<file path="src/rtl/pwr_seq_pkg.sv">
// Shared state encoding and domain indices for the power-sequencing controller.
package pwr_seq_pkg;

    typedef enum logic [2:0] {
        IDLE,
        ISO_ON,
        SAVE,
        WAIT_OFF,
        WAIT_ON,
        RESTORE,
        ISO_OFF,
        DONE
    } pwr_seq_state_e;

    localparam int unsigned DOM_IN  = 0;
    localparam int unsigned DOM_MUX = 1;
    localparam int unsigned NUM_DOM = 2;

endpackage

</file>
<file path="src/rtl/pwr_settle_timer.sv">
// Load/count-down settle timer; tc is high while the count is zero.
module pwr_settle_timer #(
    parameter int unsigned SETTLE_CYC = 4
) (
    input  logic clk,
    input  logic reset,
    input  logic load,
    input  logic en,
    output logic tc
);

    localparam int unsigned CNT_W = $clog2(SETTLE_CYC + 1);
    // Loading N-1 makes the wait state last exactly N cycles, tc included.
    localparam logic [CNT_W-1:0] LOAD_VAL = CNT_W'(SETTLE_CYC - 1);

    logic [CNT_W-1:0] cnt;

    always_ff @(posedge clk or posedge reset) begin
        if (reset) begin
            cnt <= '0;
        end else if (load) begin
            cnt <= LOAD_VAL;
        end else if (en && cnt != '0) begin
            cnt <= cnt - 1'b1;
        end
    end

    assign tc = (cnt == '0);

endmodule

</file>
<file path="src/rtl/pwr_seq_ctrl.sv">
// Two-domain power sequencer (isolation, retention, power switch, settle wait).
// Define PWR_SEQ_RETENTION_EN to include the SAVE/RESTORE retention steps.
module pwr_seq_ctrl
    import pwr_seq_pkg::*;
#(
    parameter int unsigned SETTLE_CYC = 4
) (
    input  logic       clk,
    input  logic       reset,
    input  logic       req_valid,
    output logic       req_ready,
    input  logic       req_dom,
    input  logic       req_on,
    output logic       done,
    output logic       IN_PWR,
    output logic       MUX_PWR,
    output logic [1:0] iso_en,
    output logic [1:0] ret_save,
    output logic [1:0] ret_restore
);

    pwr_seq_state_e     state;
    logic [NUM_DOM-1:0] pwr;
    logic               dom;
    logic               in_wait;
    logic               tc;

    // The timer reloads in every non-wait state, so it is primed on wait entry.
    assign in_wait = (state == WAIT_OFF) || (state == WAIT_ON);

    pwr_settle_timer #(
        .SETTLE_CYC (SETTLE_CYC)
    ) u_timer (
        .clk   (clk),
        .reset (reset),
        .load  (!in_wait),
        .en    (in_wait),
        .tc    (tc)
    );

    assign IN_PWR  = pwr[DOM_IN];
    assign MUX_PWR = pwr[DOM_MUX];

    // NOTE: all state and outputs update with <= so every branch sees pre-edge values.
    always_ff @(posedge clk or posedge reset) begin
        if (reset) begin
            state     <= IDLE;
            pwr       <= '1;
            iso_en    <= '0;
            done      <= 1'b0;
            req_ready <= 1'b1;
            dom       <= 1'b0;
`ifdef PWR_SEQ_RETENTION_EN
            ret_save    <= '0;
            ret_restore <= '0;
`endif
        end else begin
            // NOTE: strobes default low here so each is high only in its own state.
            done <= 1'b0;
`ifdef PWR_SEQ_RETENTION_EN
            ret_save    <= '0;
            ret_restore <= '0;
`endif
            case (state)
                IDLE: begin
                    if (req_valid) begin
                        dom       <= req_dom;
                        req_ready <= 1'b0;
                        if (req_on == pwr[req_dom]) begin
                            state <= DONE;
                            done  <= 1'b1;
                        end else if (req_on) begin
                            state        <= WAIT_ON;
                            pwr[req_dom] <= 1'b1;
                        end else begin
                            state           <= ISO_ON;
                            iso_en[req_dom] <= 1'b1;
                        end
                    end
                end
                ISO_ON: begin
`ifdef PWR_SEQ_RETENTION_EN
                    state         <= SAVE;
                    ret_save[dom] <= 1'b1;
`else
                    state    <= WAIT_OFF;
                    pwr[dom] <= 1'b0;
`endif
                end
`ifdef PWR_SEQ_RETENTION_EN
                SAVE: begin
                    state    <= WAIT_OFF;
                    pwr[dom] <= 1'b0;
                end
`endif
                WAIT_OFF: begin
                    if (tc) begin
                        state <= DONE;
                        done  <= 1'b1;
                    end
                end
                WAIT_ON: begin
                    if (tc) begin
`ifdef PWR_SEQ_RETENTION_EN
                        state            <= RESTORE;
                        ret_restore[dom] <= 1'b1;
`else
                        state       <= ISO_OFF;
                        iso_en[dom] <= 1'b0;
`endif
                    end
                end
`ifdef PWR_SEQ_RETENTION_EN
                RESTORE: begin
                    state       <= ISO_OFF;
                    iso_en[dom] <= 1'b0;
                end
`endif
                ISO_OFF: begin
                    state <= DONE;
                    done  <= 1'b1;
                end
                DONE: begin
                    state     <= IDLE;
                    req_ready <= 1'b1;
                end
                default: begin
                    state     <= IDLE;
                    req_ready <= 1'b1;
                end
            endcase
        end
    end

`ifndef PWR_SEQ_RETENTION_EN
    assign ret_save    = '0;
    assign ret_restore = '0;
`endif

endmodule
</file>
<file path="config.mk">
export PLATFORM = sky130hd
export DESIGN_NAME = pwr_seq_ctrl
export DESIGN_NICKNAME = d
export VERILOG_FILES = /design/src/rtl/pwr_seq_pkg.sv /design/src/rtl/pwr_settle_timer.sv /design/src/rtl/pwr_seq_ctrl.sv
export SDC_FILE = /design/constraint.sdc
export NUM_CORES = 1
export LEC_CHECK = 0
export CAP_MARGIN = 20
export CORE_MARGIN = 10
export CORE_UTILIZATION = 40
export DETAILED_ROUTE_END_ITERATION = 6
export PLACE_DENSITY = 0.62
export REMOVE_ABC_BUFFERS = 1
export SETUP_SLACK_MARGIN = 0.5
export SYNTH_ARGS = -nofsm -noshare
export SYNTH_HDL_FRONTEND = slang
export SYNTH_SLANG_ARGS = --single-unit
</file>
<file path="constraint.sdc">
create_clock -name clk -period 2.4 [get_ports clk]
set_input_delay 0.48 -clock clk [delete_from_list [all_inputs] [get_ports clk]]
set_output_delay 0.48 -clock clk [all_outputs]
set_load 0.02 [all_outputs]
</file>
Word-level counts from Yosys, hierarchy flattened. Index checks and enable logic that the tools add are counted.

Register bits after elaboration: 13. Latch bits: 0. RAM bits: 0. ROM bits: 0. Input bits: 5. Output and inout bits: 10. Memories: 0.

Add/subtract/negate cells: 1. Multiply operators: 0. Div/mod/pow operators: 0. Order comparisons: 4. Eq/ne operators: 12. Shifts and indexed selects: 0. Muxes and demuxes: 29. Bitwise gates (word level): 6. Reductions and logical operators: 15.

Operator list (count): 3-bit two-way mux (7); 3-bit one-hot mux with 5 select lines (1); 2-bit two-way mux (7); 2-bit != test, second input constant (7); 1-bit two-way mux (8); 2-bit one-hot mux with 2 select lines (2); 3-bit equality test, second input constant (2); 3-bit zero test (2); 5-bit AND reduction (1); 2-bit AND (2); 1-bit by 2-bit less-than comparator with 1-bit output, second input constant (2); 2-bit OR (2); 2-bit AND reduction (2); 4-bit AND reduction (1); 2-bit nonzero test (2); 4-bit OR reduction (1); 3-bit by 1-bit equality test with 1-bit output, second input constant (1); 3-bit by 2-bit equality test with 1-bit output, second input constant (1); 1-bit logical AND (3); 1-bit one-hot mux with 3 select lines (1); 3-bit AND reduction (1); 3-bit nonzero test (1); 3-bit by 1-bit subtractor with 3-bit output, second input constant (1); 1-bit demux with 1-bit select (2); other kinds (6) (7).

Depth between registers and ports, before layout. Gate-level depths: netlist of run 1.

Word-level depth: 9. Mapped depth: 6. Mapped depth without buffers: 6.

By module. A second synthesis of run 1 with hierarchy kept.

Cell total of the unflattened synthesis: 80. Area total of the unflattened synthesis: 807.0 um^2.

By module, submodules not included: pwr_seq_ctrl (instances 1, cells each 62, area an instance 620.6 um^2); pwr_settle_timer (instances 1, cells each 18, area an instance 186.4 um^2).

Worst setup path before layout of run 1. Ideal clock, no wire load.

Path kind: input port to flip-flop. From: input port req_dom. To: register iso_en[1]. Data arrival time: 1763 ps. Slack: 511 ps. Stages: 5. Cell sequence: mux2i_1 -> inv_1 -> ha_1 -> or3_1 -> a311o_1.

Cells in the longest elaborated chain, start to end: 9.

RTL lines: from (decl) (RTL line pwr_seq_ctrl.sv:12) `input logic req_dom,`; 1-bit by 2-bit less-than comparator with 1-bit output (implied by the code) / 1-bit greater-or-equal comparator (equally long branches) (RTL line pwr_seq_ctrl.sv:77) `iso_en[req_dom] <= 1'b1;`; 1-bit logical AND (implied by the code) (RTL line pwr_seq_ctrl.sv:77); 1-bit two-way mux (implied by the code) (RTL line pwr_seq_ctrl.sv:77); 1-bit demux with 1-bit select (RTL line pwr_seq_ctrl.sv:77); 2-bit OR (no line); 2-bit two-way mux (RTL line pwr_seq_ctrl.sv:72) `end else if (req_on) begin`; 2-bit two-way mux (RTL line pwr_seq_ctrl.sv:69) `if (req_on == pwr[req_dom]) begin`; 2-bit two-way mux (RTL line pwr_seq_ctrl.sv:66) `if (req_valid) begin`; 2-bit one-hot mux with 2 select lines (RTL line pwr_seq_ctrl.sv:64) `case (state)`; to (signal assigned) (RTL line pwr_seq_ctrl.sv:49) `iso_en <= '0;`; to (signal, indexed assignment) (RTL line pwr_seq_ctrl.sv:77); to (signal, indexed assignment) (RTL line pwr_seq_ctrl.sv:109) `iso_en[dom] <= 1'b0;`; to (decl) (RTL line pwr_seq_ctrl.sv:17) `output logic [1:0] iso_en,`.

Several ways; a longest one is shown, not always the timed one. The select of a mux whose other input is x is not followed. A chain may end at the register's enable or synchronous reset.

Final worst setup path of run 1.
From: input port req_on. To: register iso_en[1].

Cells in the longest elaborated chain, start to end: 3.

RTL lines: from (decl) (RTL line pwr_seq_ctrl.sv:13) `input logic req_on,`; 1-bit equality test (RTL line pwr_seq_ctrl.sv:69); 2-bit != test (no line); 5-bit AND reduction (no line) (*).

Every way passes the cells marked *; elsewhere a longest branch is shown, timed or not.

==> qor.yml, run 1 <==
status:
  status: "finished, final reports clean"
synthesis:
  syn_inst: 80
  yosys_warnings: 0
  async_flop_share: 1.000
  syn_area_um2: 784.5
  synth_edf_count: 0
  ys_ff_latch: 13
  ys_seq_area_frac: 0.4195
  synth_flop_cell: "dfrtp_1"
  ys_types: 37
  syn_area_per_cell_um2: 9.806
worst_setup_path:
  path_cells: "clkdlybuf4s50_1, inv_1, ha_1, or3_4, a311o_1"
  cpPeakStageDelay_ns: 0.47
  startpoint_type: "input pin"
  critical_path_class: "in2reg"
  cp_max_fo: 2
  cp_slowest_cell: "clkdlybuf4s50_1"
  rrSetupSlack_ns: 0.61
  cp.required_ns: 2.56
  cp-end-kind: "flop"
  arrival_ns: 2.00
cts:
  path_clk_slew_ns: 0.08
  cts-root-buf: "clkbuf_4"
  clock_latency_ns: 0.27
  h-tree-depth: 1
  cts_max_path_buffers: 2
  cts_inserted_buffers: 3
  cts_hold_buf: 0
  tritoncts: "yes"
  cts_sinks: 13
sta:
  setup_tns_ns: 0
  slew_headroom: 0.6637
  setup_viol: 0
  final_hold_viol_count: 0
  drv_slew: 0
  clock_skew_ns: 0.001186
  timing.fmax_ghz: 0.5433
  finalCritPeriodShare: 0.7669
  rsz0062_at_grt: "no"
  period_needed_ns: 1.840
  worst_pin_slew_ns: 0.5039
placement:
  dp_cells: 116
  gp_congestion: 0.7861
  place.port_buffers: 10
  hpwl_um: 1203
detailed_routing:
  wire_per_inst_um: 13.21
  drc: 0
  vias: 621
  drt_wl_total_um: 1598
  detail-route-antenna-nets: 0
  detailedRoute.firstIterationViolations: 16
  firstDrtPassIters: 4
  via_per_inst: 5.132
cells_and_area:
  multiInputGateArea_um2: 399.1
  nFillCells: 186
  area_growth_syn_to_layout_pct: 24.08
  final_core_util: 0.5403
  register_area_um2: 329.1
  nNetsFinal: 106
  drive_above_1_share: 0.2292
  diodes: 0
  fin_cells: 121
power:
  ir_drop_mv: 0.5532
  p_per_area_nw_per_um2: 975.9
  leakagePower_nw: 0.4411
floorplan:
  rows: 15
  die_h_um: 64.29
  core_um2: 1802
  design.die.area_um2: 4133
  start_util: 0.4354
  pin_count: 15
  die_w_um: 64.29
flow_run:
  drv_cap: 0
grt:
  grt_pass1_wl_um: 2704
  gr-total-overflow: 0
  antenna_found_initial: 0
  grt_pass1_vias: 607
  grt_start_max_net_pins: 14
  grt_use_total: 0.07833
hold_path:
  worstHoldPathType: "reg2reg"
## worst max-delay path, delay by kind of cell
| family | cells | cell delay [ns] |
|---|---|---|
| compound gates | 1 | 0.27 |
| fa+ha+maj | 1 | 0.31 |
| buf+inv | 2 | 0.53 |
| simple gates | 1 | 0.40 |
## state kept, by name (all words and copies together), names as in the netlist
name         flops
state            3
u_timer.cnt      3
iso_en           2
pwr              2
dom              1
done             1
req_ready        1
## final timing paths
check / from / end / depth (start not counted)
max in group asynchronous: reset / pwr[0] / 2
max reg2reg: state[1] / iso_en[1] / 3
min in group asynchronous: reset / state[2] / 2
min reg2reg: pwr[0] / pwr[0] / 2
min: pwr[0] / pwr[0] / 2
max: req_on / iso_en[1] / 5
## placed cells by master (no fill, tap or decap), types with 2 or more instances in the layout
cell | Yosys | routed
clkbuf_4 | 0 | 3
o21ai_0 | 5 | 5
clkdlybuf4s50_1 | 0 | 5
nor2b_1 | 2 | 2
o41ai_1 | 2 | 2
dfrtp_1 | 10 | 10
buf_4 | 4 | 7
inv_1 | 10 | 10
a21oi_1 | 6 | 6
conb_1 | 1 | 4
dfstp_2 | 3 | 3
nand2_1 | 2 | 2
ha_1 | 4 | 4
nor3b_1 | 2 | 2
nor2_1 | 2 | 2
o311ai_2 | 0 | 2
mux2_2 | 2 | 2
dlygate4sd2_1 | 0 | 4
## power breakdown
group / total (W) / internal (W) / switching (W)
Clock: 0.000134 / 0.0000643 / 0.0000694
Combinational: 0.000428 / 0.000204 / 0.000224
Sequential: 0.000388 / 0.000306 / 0.0000829
Total: 0.000950 / 0.000573 / 0.000376
## logic make-up after synthesis
group,Yosys count,synth area share
compound gates,22,0.1850
simple gates,18,0.1579
buf+inv,18,0.1164
flops,13,0.4195
fa+ha+maj,4,0.06380
mux,3,0.04147
other cells,1,0.004780
xor+xnor,1,0.01117
## Yosys cell counts (3+ instances only)
| cell | instances | area share |
|---|---|---|
| dfrtp_1 | 10 | 0.32 |
| inv_1 | 10 | 0.048 |
| a21oi_1 | 6 | 0.038 |
| o21ai_0 | 5 | 0.032 |
| buf_4 | 4 | 0.038 |
| ha_1 | 4 | 0.064 |
| dfstp_2 | 3 | 0.10 |
## metrics by stage
step                      instance area (um2)  setup WS [ns]   power, W  hold WS (ns)
after global routing                    973.4         0.4834   0.001031        0.5513
after global placement                  918.4        0.02684  0.0008063        0.5053
after detailed placement                918.4       -0.03186  0.0008090        0.4950
final                                   973.4         0.5595  0.0009500        0.5098
after CTS                               947.2         0.4743  0.0009401        0.5112
after floorplan                         742.0         0.5111  0.0006359        0.3548
## area by class of cell
class	count	share of cell area
sequential	13	0.3380
timing repair buffer	17	0.1542
inverter	10	0.03856
tap	25	0.03213
clock buffer	4	0.02699
multi-input combinational	52	0.4100
## what timing repair did
| action | in CTS | in global routing |
|---|---|---|
| endpoints found under the hold margin | 0 | 0 |
| pin swaps | 2 | 0 |
| endpoints found under the setup margin | 7 | 2 |
| gates resized for setup | 6 | 5 |
| setup buffers | 1 | 0 |
## layer usage
metal  part of all wire  wire, um  vias up  GRT usage
met2               0.44       705       13     0.1108
met5                  0         0        -          0
met3              0.073       117        0    0.03659
met1               0.48       775      300    0.09930
li1                   -         -      308          -
met4                  0         0        0    0.03209
Note: power is estimated with default switching activity, not from simulation.
==> inputs of run 2 (changes only) <==
--- a/config.mk
+++ b/config.mk
@@ -9,7 +9,7 @@
 export CORE_MARGIN = 10
 export CORE_UTILIZATION = 40
 export DETAILED_ROUTE_END_ITERATION = 6
-export PLACE_DENSITY = 0.62
+export PLACE_DENSITY = 0.65
 export REMOVE_ABC_BUFFERS = 1
 export SETUP_SLACK_MARGIN = 0.5
 export SYNTH_ARGS = -nofsm -noshare
==> constraint.sdc (replaced) <==
create_clock -name clk -period 1.5 [get_ports clk]
set_input_delay 0.3 -clock clk [delete_from_list [all_inputs] [get_ports clk]]
set_output_delay 0.3 -clock clk [all_outputs]
set_load 0.02 [all_outputs]
==> qor.yml, run 2 (synthesis results as in run 1) <==
status:
  status: "complete, but fails checks"  # was finished, final reports clean
  violations: "setup timing"
detailed_routing:
  vias: 764  # was 621
  detail-route-antenna-nets: 0  # unchanged
  drt_wl_total_um: 2414  # was 1598 um
  wire_per_inst_um: 17.49  # was 13.21 um
  firstDrtPassIters: 5  # was 4
  via_per_inst: 5.536  # was 5.132
  drc: 0  # unchanged
  detailedRoute.firstIterationViolations: 24  # was 16
placement:
  gp_congestion: 0.7344  # was 0.7861
  hpwl_um: 1345  # was 1203 um
  place.port_buffers: 10  # unchanged
  dp_cells: 124  # was 116
  place_area_um2: 978.4  # was 918.4 um2
cells_and_area:
  diodes: 0  # unchanged
  fin_cells: 138  # was 121
  top_regs: "state (3), u_timer.cnt (3)"  # unchanged
  drive_above_1_share: 0.5398  # was 0.2292
  mostFrequentLayoutCells: "buf_4, buf_6, dfrtp_1"  # was inv_1, dfrtp_1, buf_4
  nNetsFinal: 123  # was 106
  mostFrequentLayoutCell: "buf_4"
  stdcell_area_um2: 1264  # was 973.4 um2
  area_growth_syn_to_layout_pct: 61.08  # was 24.08%
cts:
  cts_sinks: 13  # unchanged
  h-tree-depth: 1  # unchanged
  clock_latency_ns: 0.28  # was 0.27 ns
  cts_max_path_buffers: 2  # unchanged
  cts-root-buf: "clkbuf_4"  # unchanged
  tritoncts: "yes"  # unchanged
  path_clk_slew_ns: 0.09  # was 0.08 ns
  cts_inserted_buffers: 3  # unchanged
grt:
  antenna_found_initial: 0  # unchanged
  gr-total-overflow: 0  # unchanged
  grt_use_total: 0.1104  # was 0.07833
  grt_start_max_net_pins: 14  # unchanged
  grt_pass1_wl_um: 3795  # was 2704 um
  grt_pass1_vias: 791  # was 607
sta:
  timing.fmax_ghz: 0.5878
  setup_viol: 5  # was 0
  rsz0062_at_grt: "yes"  # was no
  drv_slew: 0  # unchanged
  final_hold_viol_count: 0  # unchanged
  clock_skew_ns: 0.009025  # was 0.001186 ns
  slew_headroom: 0.6651  # was 0.6637
  holdWs_ns: 0.3377  # was 0.5098 ns
  fin_ws_ns: -0.2013  # was 0.5595 ns
  worst_pin_slew_ns: 0.5017  # was 0.5039 ns
  period_needed_ns: 1.701
  finalCritPeriodShare: 1.134
power:
  p_sw_frac: 0.3951  # was 0.3963
  power_frac_comb: 0.634  # was 0.450
  seq_power_share: 0.260  # was 0.409
  p_int_w: 0.001284  # was 0.0005735 W
  p_per_area_nw_per_um2: 1680  # was 975.9 nW/um2
  ir_drop_mv: 1.147  # was 0.5532 mV
  leakagePower_nw: 0.5734  # was 0.4411 nW
  p_clk_frac: 0.106  # was 0.141
  p_sw_w: 0.0008387  # was 0.0003765 W
worst_setup_path:
  critPathLaunch: "state[2]"  # was req_on
  cp.required_ns: 1.67  # was 2.56 ns
  critical_path_class: "reg2reg"  # was in2reg
  path_cells: "or4b_4, or3_4, a311o_1"  # was clkdlybuf4s50_1, inv_1, ha_1, or3_4, a311o_1
  startpoint_type: "flop"  # was input pin
  cp_top_family: "simple AND/OR/NAND/NOR gates"  # was buffers and inverters
  worst_r2r_startpoint: "state[2]"  # was state[1]
  path_buf_inv: 0  # was 2
  cp_slowest_cell: "or4b_4"  # was clkdlybuf4s50_1
  cp-end-kind: "flop"  # unchanged
  arrival_ns: 1.87  # was 2.00 ns
  cpPeakStageDelay_ns: 0.57  # was 0.47 ns
  cp_max_fo: 2  # unchanged
floorplan:
  start_util: 0.4354  # unchanged
  rows: 15  # unchanged
  die_w_um: 64.29  # unchanged
  die_h_um: 64.29  # unchanged
  pin_count: 15  # unchanged
  design.die.area_um2: 4133  # unchanged
  core_um2: 1802  # unchanged
hold_path:
  worstHoldPathType: "in2async"  # was reg2reg
flow_run:
  drv_cap: 0  # unchanged
run 2: cell types whose count changed in the layout (fill, tap and decap cells not counted), moves of 3 or more:
| cell | delta |
|---|---|
| o21ai_0 | -4 |
| buf_4 | +8 |
| a21oi_2 | +5 |
| buf_6 | +12 |
| a21oi_1 | -5 |
| o21ai_1 | +3 |
| clkdlybuf4s50_1 | -3 |
run 2: final timing paths:
path	to	slack (ns)	depth (start not counted)
setup / recovery	iso_en[1]	-0.20	3
hold / removal	dom	0.34	2
setup reg to reg	iso_en[1]	-0.20	3
hold reg to reg	u_timer.cnt[1]	0.57	2
max in group asynchronous	pwr[0]	0.79	2
min in group clk	pwr[0]	0.52	3
run 2: final cells by class:
cell class,count,area [um2]
Tap cell,25,31.28
Clock buffer,4,26.28
Timing Repair Buffer,34,335.3
Fill cell,142,538.0
Multi-Input combinational cell,52,504.2
Sequential cell,13,329.1
Inverter,10,37.54
run 2: stage by stage:
step / util / setup slack, ns / total power, W / TNS, ns
after global routing: 0.7014 / -0.2599 / 0.002236 / -0.8740
final: 0.7014 / -0.2013 / 0.002123 / -0.5841
after floorplan: - / -0.3750 / 0.001018 / -0.7070
after CTS: 0.6653 / -0.2103 / 0.001927 / -0.5176
after global placement: 0.5431 / -0.6964 / 0.001325 / -3.716
after detailed placement: 0.5431 / -0.7505 / 0.001340 / -4.072
run 2: timing repair:
item | CTS | global route
hold endpoints to repair | 0 | 0
buffers inserted | 6 | 4
resized for setup | 77 | 8
pin swaps | 7 | 4
setup endpoints to repair | 19 | 19
hold buffers | 0 | 0
run 2: power groups by stage:
stage          sequential (W)  clock [W]  combinational (W)
4_1_cts              0.000547   0.000217            0.00116
5_1_grt              0.000563   0.000237            0.00144
2_1_floorplan        0.000671          0           0.000347
6_report             0.000552   0.000226            0.00135
3_3_place_gp         0.000535          0           0.000790
3_5_place_dp         0.000544          0           0.000796
run 2: routing by layer:
metal | vias up | wire [um] | track usage
li1 | 344 | - | -
met3 | 14 | 182 | 0.03136
met5 | - | 0 | 0
met2 | 39 | 1180 | 0.1884
met1 | 367 | 946 | 0.1254
met4 | 0 | 104 | 0.04545
